<file path="config.mk">
export PLATFORM = sky130hd
export DESIGN_NAME = crc_stream_engine
export DESIGN_NICKNAME = d
export VERILOG_FILES = /design/src/rtl/crc_stream_engine.sv
export SDC_FILE = /design/constraint.sdc
export NUM_CORES = 1
export LEC_CHECK = 0
export CAP_MARGIN = 5
export CORE_MARGIN = 3
export CORE_UTILIZATION = 51
export DETAILED_ROUTE_END_ITERATION = 6
export PLACE_DENSITY = 0.84
export SYNTH_ARGS = -nofsm -noshare
export SYNTH_HDL_FRONTEND = slang
export SYNTH_SLANG_ARGS = --single-unit
</file>
<file path="constraint.sdc">
create_clock -name clk -period 3.8 [get_ports clk]
set_input_delay 0.76 -clock clk [delete_from_list [all_inputs] [get_ports clk]]
set_output_delay 0.76 -clock clk [all_outputs]
set_load 0.02 [all_outputs]
</file>
<file path="src/rtl/crc_stream_engine.sv">
// crc_stream_engine: parameterised CRC generator/checker on a valid/ready
// beat stream. Each accepted beat is folded into the running register as
// DATA_W serial LFSR steps in one cycle; the frame's result is held on a
// valid/ready output until it is taken.
module crc_stream_engine #(
    parameter int unsigned CRC_W  = 8,
    parameter logic [63:0] POLY   = 64'h07,
    parameter logic [63:0] INIT   = 64'h0,
    parameter logic [63:0] XOROUT = 64'h0,
    parameter int unsigned DATA_W = 8,
    parameter bit          REFIN  = 1'b0,
    parameter bit          REFOUT = 1'b0
) (
    input  logic              clk,
    input  logic              rst_n,
    input  logic              clr,
    input  logic              in_valid,
    output logic              in_ready,
    input  logic [DATA_W-1:0] in_data,
    input  logic              in_sop,
    input  logic              in_last,
    input  logic [CRC_W-1:0]  exp_crc,
    output logic              out_valid,
    input  logic              out_ready,
    output logic [CRC_W-1:0]  out_crc,
    output logic              out_match,
    output logic              sop_err,
    output logic              busy
);

    localparam logic [CRC_W-1:0] POLY_C   = POLY[CRC_W-1:0];
    localparam logic [CRC_W-1:0] INIT_C   = INIT[CRC_W-1:0];
    localparam logic [CRC_W-1:0] XOROUT_C = XOROUT[CRC_W-1:0];

    typedef enum logic [1:0] {IDLE, ACC, DONE} state_t;

    state_t            state, state_nxt;
    logic [CRC_W-1:0]  r;
    logic [CRC_W-1:0]  seed;
    logic [CRC_W-1:0]  r_next;
    logic [CRC_W-1:0]  fin_crc;
    logic              accept;

    // Fold one beat into the register, one LFSR step per input bit.
    function automatic logic [CRC_W-1:0] crc_beat(input logic [CRC_W-1:0] s,
                                                  input logic [DATA_W-1:0] d);
        logic [CRC_W-1:0] v;
        logic             fb;
        v = s;
        for (int i = 0; i < int'(DATA_W); i++) begin
            fb = (REFIN ? d[i] : d[int'(DATA_W) - 1 - i]) ^ v[CRC_W-1];
            v  = (v << 1) ^ (fb ? POLY_C : '0);
        end
        return v;
    endfunction

    function automatic logic [CRC_W-1:0] bitrev(input logic [CRC_W-1:0] v);
        logic [CRC_W-1:0] o;
        for (int i = 0; i < int'(CRC_W); i++) o[i] = v[int'(CRC_W) - 1 - i];
        return o;
    endfunction

    // Beat datapath: a new frame (IDLE, or in_sop mid-frame) restarts from INIT.
    always_comb begin
        accept  = in_valid && in_ready;
        seed    = (state == IDLE || in_sop) ? INIT_C : r;
        r_next  = crc_beat(seed, in_data);
        fin_crc = (REFOUT ? bitrev(r_next) : r_next) ^ XOROUT_C;
    end

    // Next-state logic and handshake outputs; clr overrides everything.
    always_comb begin
        state_nxt = state;
        in_ready  = (state != DONE);
        busy      = (state != IDLE);
        case (state)
            IDLE, ACC: if (accept) state_nxt = in_last ? DONE : ACC;
            DONE:      if (out_ready) state_nxt = IDLE;
            default:   state_nxt = IDLE;
        endcase
        if (clr) state_nxt = IDLE;
    end

    // State register.
    always_ff @(posedge clk or negedge rst_n) begin
        if (!rst_n) state <= IDLE;
        else        state <= state_nxt;
    end

    // Running CRC, result capture and the mid-frame sop pulse.
    always_ff @(posedge clk or negedge rst_n) begin
        if (!rst_n) begin
            r         <= INIT_C;
            out_valid <= 1'b0;
            out_crc   <= '0;
            out_match <= 1'b0;
            sop_err   <= 1'b0;
        end else if (clr) begin
            r         <= INIT_C;
            out_valid <= 1'b0;
            sop_err   <= 1'b0;
        end else begin
            sop_err <= accept && (state == ACC) && in_sop;
            if (accept) begin
                r <= in_last ? INIT_C : r_next;
                if (in_last) begin
                    out_crc   <= fin_crc;
                    out_match <= (fin_crc == exp_crc);
                    out_valid <= 1'b1;
                end
            end else if (state == DONE && out_ready) begin
                out_valid <= 1'b0;
            end
        end
    end

endmodule

</file>
Yosys cells after proc, flatten, opt, wreduce, memory -nomap -nowiden. Index checks and enable logic that the tools add are counted.

Input bits: 23. Output and inout bits: 13. Word-level logic and storage cells: 65. Register bits after elaboration: 21.

Bitwise logic cells: 17. Mux-type cells: 22. Equal/unequal tests: 7. Reductions and logical operators: 13.

Operators by type and width (number): $xor 8x3->8 (8); $mux 8 (4); $mux 3 (8); $ne 3x3->1 const B (3); $eq 8x8->1 (1); $mux 2 (4); $xor 1x1->1 (8); $mux 1 (5); $logic_and 1x1->1 (4); $pmux 2 s2 (1); $reduce_and 2->1 (2); $reduce_bool 2->1 (2); $reduce_and 3->1 (1); $reduce_bool 3->1 (1); $eq 2x1->1 const B (1); $eq 2x2->1 const B (1); $logic_not 2->1 (1); $ne 2x2->1 const B (1); $reduce_or 2->1 (1); $logic_or 1x1->1 (1); $not 1->1 (1).

Depth between registers and ports, before layout. Gate-level depths: netlist (run 1).

Depth after elaboration: 30. Gate-level depth with buffers: 7. Mapped depth without buffers: 6.

Worst setup path before layout (run 1). Ideal clock, no wire load.

Path kind: input to register. Start point: input in_sop. End point: register out_match. Stages on the path: 7. Library setup time: 92 ps. Path slack: 1631 ps. Arrival time: 2077 ps. Buffers on the path: 1. Required time: 3708 ps. Cell sequence: o21ba_1 > buf_4 > nand2_4 > xor2_4 > xnor2_1 > xor3_1 > o31ai_2.

Word-level cells in the longest chain between the ends: 15. Elaborated cells on any way between the ends: 27. Those cells by class: eq/ne (1); mux (9); bitwise (16); reduce/logical (1).

Ends and longest elaborated chain: from (decl) (line 20) `input logic in_sop,`; $logic_or 1x1->1 * (line 66) `seed = (state == IDLE || in_sop) ? INIT_C : r;`; $mux 8 * (line 66); $xor 1x1->1 / $xor 8x3->8 (equally long branches) (line 51, 52); $mux 3 / $xor 1x1->1 (equally long branches) (line 52, 51); $xor 8x3->8 * (7 in a row) (line 52) `v = (v << 1) ^ (fb ? POLY_C : '0);`; $xor 1x1->1 / $mux 3 (equally long branches) (line 51, 52); $mux 3 / $xor 8x3->8 (equally long branches) (line 52); $xor 8x3->8 * (line 52); $eq 8x8->1 * (line 108) `out_match <= (fin_crc == exp_crc);`; to (signal assigned) (line 108); to (decl) (line 26) `output logic out_match,`.

Mark *: on every way between the ends. The rest lies on a longest branch, timed or not. A chain may end at the register's enable or synchronous reset.

Worst setup path after layout (run 1). Same ends and word-level chain as after synthesis.

==> results.cfg, run 1 <==
[outcome]
status = completed

[cells_and_area]
n_antenna_cell = 0
drive_above_1_share = 0.111
nets = 195
instances_no_fill = 201
area_delta_synth_final_pct = 28.1
utilization = 0.723

[critical_path]
crit_type = in -> reg
end_kind = register
worstPathArrival_ns = 2.95
crit_required_ns = 4.03
worstSetupStartpointType = input pin
path_max_fanout = 12

[drt]
wl_per_cell_um = 15.2
vias_per_cell = 5.56
via_count = 1118
remaining_drc_errors = 0
ant_nets = 0
wl_mm = 3.05
first_iter_violations = 31
firstDrtPassIters = 4

[logic_synthesis]
synthAdderAreaFrac = 0
async_reset_ff_frac = 1.00
synthSimpleGateAreaFrac = 0.134
syn_nets = 156
postSynthCellCount = 133
synth_compound_area_frac = 0.123
synth_top_family_by_area = XOR/XNOR gates
synth_mux_area_frac = 0.0522
yosysWarnings = 0
synth.avg_cell_area_um2 = 11.0
synth_seq_cells = 21
synth_area_leader_cell = dfrtp_1
synth-xor-area-share = 0.321
ys_top_cells_by_count = xnor2_1 (23), dfrtp_1 (21), nand2_1 (15)
synth_cell_types = 43
yosysMostFrequentCell = xnor2_1
synth.area.top_cells = dfrtp_1 (36%), xnor2_1 (14%), xor3_1 (4.9%), xor2_1 (4.8%), a22o_1 (4.2%)
yosysSeqAreaShare = 0.359
syn_area_um2 = 1460
synth.top_cell.area_share = 0.359
synth-edff-count = 0
synthFlopType = dfrtp_1

[sta]
worstMarginPinSlew_ns = 0.950
slew_viol_final = 0
fin_skew_ns = 0.000939
fin_crit_ns = 2.72
relSlewSlack = 0.365
rsz0062_at_grt = no
finalHoldViolCount = 0
timing.setup.tns_ns = 0
setup_violations = 0
post-route-period-util = 0.715
max_freq_mhz = 368
fin_ws_ns = 1.08

[power]
leakage_nw = 0.786
ir_worst_vdd_v = 0.000271
p_per_area_nw_per_um2 = 364

[run]
cap_violations = 0

[die]
chipWidth_um = 59.6
core_area_um2 = 2590
ios = 36
die_area_um2 = 3550
die_h_um = 59.6
start_util = 0.565
rows = 18

[global_routing]
grt_max_degree = 22
overflow = 0
first_global_vias = 1111
grtUsageTotal = 0.185
antenna_found_initial = 0
grt_pass1_wl_mm = 4.96

[clock_tree]
clock-root-buffer = clkbuf_4
clk_latency_ns = 0.31
cts.clk_slew.worst_paths_ns = 0.13
clockBufferDepth = 2
tritoncts = done
hold_buffers = 0
post_cts_resized = 0
post_cts_buffers = 0
cts.htree.levels = 1
numCtsBuffers = 3
clock_sinks = 21

[placed_design]
dp_hpwl_mm = 2.43
gp_congestion = 0.829
dp.cells = 197
pre_cts_slack_ns = 0.743
numPortBuffers = 35

[worst_hold_path]
hold_class = reg -> reg
kinds of logic after synthesis:
group	count (synthesis)
flops	21
buf+inv	3
mux	7
simple gates	39
compound gates	23
xor+xnor	40
worst max-delay path, stage by stage:
cell	delay (ns)
clkdlybuf4s50_1	0.43
o21ba_1	0.56
nand2_2	0.15
xor2_2	0.30
xnor2_2	0.20
xor3_1	0.37
o31ai_2	0.17
metrics by stage:
stage               instance area [um^2]  power, W  hold WS (ns)
floorplan                           1460  0.000455         0.464
global placement                    1840  0.000566         0.463
detailed placement                  1840  0.000574         0.472
CTS                                 1870  0.000688         0.501
global route                        1870  0.000718         0.527
finish                              1870  0.000682         0.497
power by group:
group	internal [W]	switching, W
Clock	0.0000401	0.0000739
Combinational	0.000153	0.000135
Sequential	0.000259	0.0000218
metal layers:
metal,track usage,vias to the layer above,share of wire
met5,0,-,0
met4,0.0380,0,0.0089
met3,0.0283,5,0.050
met2,0.348,34,0.52
met1,0.221,544,0.42
li1,-,535,-
cell usage in the layout, fill, tap and decap left out, types with 2 or more instances in the layout:
| cell | Yosys | routed |
|---|---|---|
| dfrtp_1 | 21 | 21 |
| xnor2_1 | 23 | 23 |
| a21oi_1 | 2 | 2 |
| nor2b_1 | 2 | 2 |
| xor3_1 | 3 | 3 |
| and2_1 | 2 | 2 |
| nand3_1 | 2 | 2 |
| o21bai_1 | 2 | 2 |
| xor2_1 | 8 | 8 |
| nor2_1 | 7 | 7 |
| a22o_1 | 7 | 7 |
| clkdlybuf4s50_1 | 0 | 35 |
| xnor2_2 | 2 | 2 |
| nand2b_1 | 2 | 2 |
| mux2_2 | 5 | 5 |
| nand2_1 | 15 | 15 |
| clkbuf_4 | 0 | 3 |
| o21ai_0 | 2 | 2 |
| mux2i_1 | 2 | 2 |
sequential cells by signal (all words and copies together), names as in the netlist:
| register | cells |
|---|---|
| state | 2 |
| sop_err | 1 |
| out_valid | 1 |
| out_match | 1 |
| out_crc | 8 |
| r | 8 |
path summary, 6_finish.rpt:
| kind | startpoint | end | slack, ns | cells after the start |
|---|---|---|---|---|
| worst max-delay path | in_sop | out_match$_DFFE_PN0P_ | 1.08 | 7 |
| min in group asynchronous | rst_n | state[1]$_DFFE_PN0P_ | 0.96 | 1 |
| max in group asynchronous | rst_n | r[7]$_DFFE_PN0P_ | 2.26 | 1 |
| worst min register to register | out_crc[5]$_DFFE_PN0P_ | out_crc[5]$_DFFE_PN0P_ | 0.50 | 2 |
| worst max register to register | state[1]$_DFFE_PN0P_ | out_match$_DFFE_PN0P_ | 1.55 | 6 |
| worst min-delay path | out_crc[5]$_DFFE_PN0P_ | out_crc[5]$_DFFE_PN0P_ | 0.50 | 2 |
area by class of cell:
type | count | area [um^2]
clock buffers | 3 | 22.5
flip-flops and latches | 21 | 526
repair buffers | 35 | 350
multi-input cells | 109 | 922
fillers | 200 | 717
inverters | 2 | 7.51
well taps | 30 | 37.5
clock inverters | 1 | 7.51
Note: power is estimated with default switching activity, not from simulation.
==> run 2, diff against run 1 <==
--- a/config.mk
+++ b/config.mk
@@ -7,9 +7,9 @@
 export LEC_CHECK = 0
 export CAP_MARGIN = 5
 export CORE_MARGIN = 3
-export CORE_UTILIZATION = 51
+export CORE_UTILIZATION = 49
 export DETAILED_ROUTE_END_ITERATION = 6
-export PLACE_DENSITY = 0.84
+export PLACE_DENSITY = 0.81
 export SYNTH_ARGS = -nofsm -noshare
 export SYNTH_HDL_FRONTEND = slang
 export SYNTH_SLANG_ARGS = --single-unit
==> constraint.sdc (replaced) <==
create_clock -name clk -period 2.5 [get_ports clk]
set_input_delay 0.5 -clock clk [delete_from_list [all_inputs] [get_ports clk]]
set_output_delay 0.5 -clock clk [all_outputs]
set_load 0.02 [all_outputs]
==> run 2 against run 1 <==
Via count is 3.4% higher. Critical path type unchanged. Largest cell class unchanged. Register-to-register slack worse by 0.98 ns. Non-clock buffer count grew 8. Flip-flop and latch count did not move. Highest routed layer unchanged. Clock power rose by 52%. Sequential share of layout area is 0.85 points lower. Final area is 3.1% higher.
==> results.cfg, run 2 (synthesis gave the netlist of run 1 again) <==
[placed_design]
dpl_cell_area_um2 = 1900
gp_congestion = 0.803
numPortBuffers = 35
dp_hpwl_mm = 2.52
dp.cells = 206

[clock_tree]
numCtsBuffers = 3
post_cts_resized = 0
cts.clk_slew.worst_paths_ns = 0.13
hold_buffers = 0
cts.htree.levels = 1
clockBufferDepth = 2
clock-root-buffer = clkbuf_4
tritoncts = done
post_cts_buffers = 0
clk_latency_ns = 0.31
clock_sinks = 21

[die]
die_area_um2 = 3680
chipWidth_um = 60.6
ios = 36
rows = 19
start_util = 0.521
core_area_um2 = 2810
die_h_um = 60.6

[sta]
fin_skew_ns = 0.00381
relSlewSlack = 0.662
setup_violations = 0
slew_viol_final = 0
max_freq_mhz = 464
worstMarginPinSlew_ns = 0.506
rsz0062_at_grt = no
timing.setup.tns_ns = 0
finalHoldViolCount = 0
post-route-period-util = 0.862
fin_crit_ns = 2.16

[critical_path]
worstSetupStartpointType = input pin
crit_type = in -> reg
r2r_end = out_match$_DFFE_PN0P_
critPathMaxStageDelay_ns = 0.43
path_cells = clkdlybuf4s50_1 > o21ba_1 > buf_4 > nand2_4 > xor2_4 > xnor2_1 > xor3_1 > o31ai_2
crit_required_ns = 2.74
worstReg2RegStart = state[1]$_DFFE_PN0P_
end_kind = register
slowest_stage = clkdlybuf4s50_1
worstPathArrival_ns = 2.39
path_max_fanout = 10
ff2ff_path_depth = 6
ff2ff_setup_slack_ns = 0.57

[power]
ir_worst_vdd_v = 0.000258
p_per_area_nw_per_um2 = 543
leakage_nw = 0.829
power_w = 0.00105

[cells_and_area]
area_delta_synth_final_pct = 32.1
n_antenna_cell = 0
final_cell_mix = clkdlybuf4s50_1 (35), xnor2_1 (23), dfrtp_1 (21), nand2_1 (15)
nets = 203
layout_commonest_cell = clkdlybuf4s50_1
instances_no_fill = 210
largestRegisters = out_crc x8, r x8, state x2
final_area_um2 = 1930
drive_above_1_share = 0.151

[drt]
firstDrtPassIters = 4
via_count = 1156
wl_mm = 3.15
remaining_drc_errors = 0
wl_per_cell_um = 15.0
vias_per_cell = 5.50
ant_nets = 0
first_iter_violations = 24

[run]
cap_violations = 0

[worst_hold_path]
min_from = out_crc[4]$_DFFE_PN0P_
hold_class = reg -> reg
whs_path_depth = 2
hold_end = out_crc[4]$_DFFE_PN0P_

[global_routing]
grtUsageTotal = 0.190
first_global_vias = 1101
grt_pass1_wl_mm = 5.11
overflow = 0
grt_max_degree = 22
antenna_found_initial = 0

[outcome]
status = completed
-- run 2: worst max-delay path by stage --
stage | startpoint | end | slack, ns
finish | in_sop | out_match$_DFFE_PN0P_ | 0.34
global route | in_sop | out_match$_DFFE_PN0P_ | 0.23
CTS | state[0]$_DFFE_PN0P_ | in_ready | 0.34
detailed placement | in_sop | out_match$_DFFE_PN0P_ | 0.0009
global placement | in_sop | out_match$_DFFE_PN0P_ | 0.04
floorplan | in_sop | out_match$_DFFE_PN0P_ | 0.59
-- run 2: through the flow --
step	util	worst slack, ns	hold slack (ns)
floorplan	-	0.591	0.204
CTS	0.689	0.340	0.501
global placement	0.679	0.0446	0.463
finish	0.689	0.344	0.496
global route	0.689	0.228	0.527
detailed placement	0.679	0.000929	0.470
-- run 2: final cells by class --
class,count,area (um^2)
Clock buffer,3,22.5
Multi-Input combinational cell,109,922
Clock inverter,1,5.00
Tap cell,31,38.8
Sequential cell,21,526
Fill cell,223,873
Timing Repair Buffer,43,410
Inverter,2,7.51
-- run 2: worst max-delay path, delay by kind of cell --
family	cells	cell delay, ns
xor+xnor	3	0.71
compound gates	2	0.47
simple gates	1	0.08
buf+inv	2	0.63
-- run 2: metal layers --
metal  track usage  vias to the layer above  part of all wire
met5             0                        -                 0
met3        0.0277                        5             0.045
met2         0.324                       36              0.51
met1         0.246                      562              0.44
met4        0.0681                        0             0.010
li1              -                      553                 -
-- run 2: report_power, final --
| group | total, W | internal (W) | leakage [nW] | switching (W) |
|---|---|---|---|---|
| combinational | 0.000449 | 0.000242 | 0.538 | 0.000207 |
| clock | 0.000173 | 0.0000599 | 0.0177 | 0.000113 |
| sequential | 0.000428 | 0.000393 | 0.274 | 0.0000343 |
| total | 0.00105 | 0.000695 | 0.829 | 0.000354 |
==> run 3, diff against run 2 <==
--- a/config.mk
+++ b/config.mk
@@ -5,6 +5,7 @@
 export SDC_FILE = /design/constraint.sdc
 export NUM_CORES = 1
 export LEC_CHECK = 0
+export ABC_CLOCK_PERIOD_IN_PS = 2500
 export CAP_MARGIN = 5
 export CORE_MARGIN = 3
 export CORE_UTILIZATION = 49
==> results of run 3 <==
Final layout, timing and power as in run 2 (identical DEF).
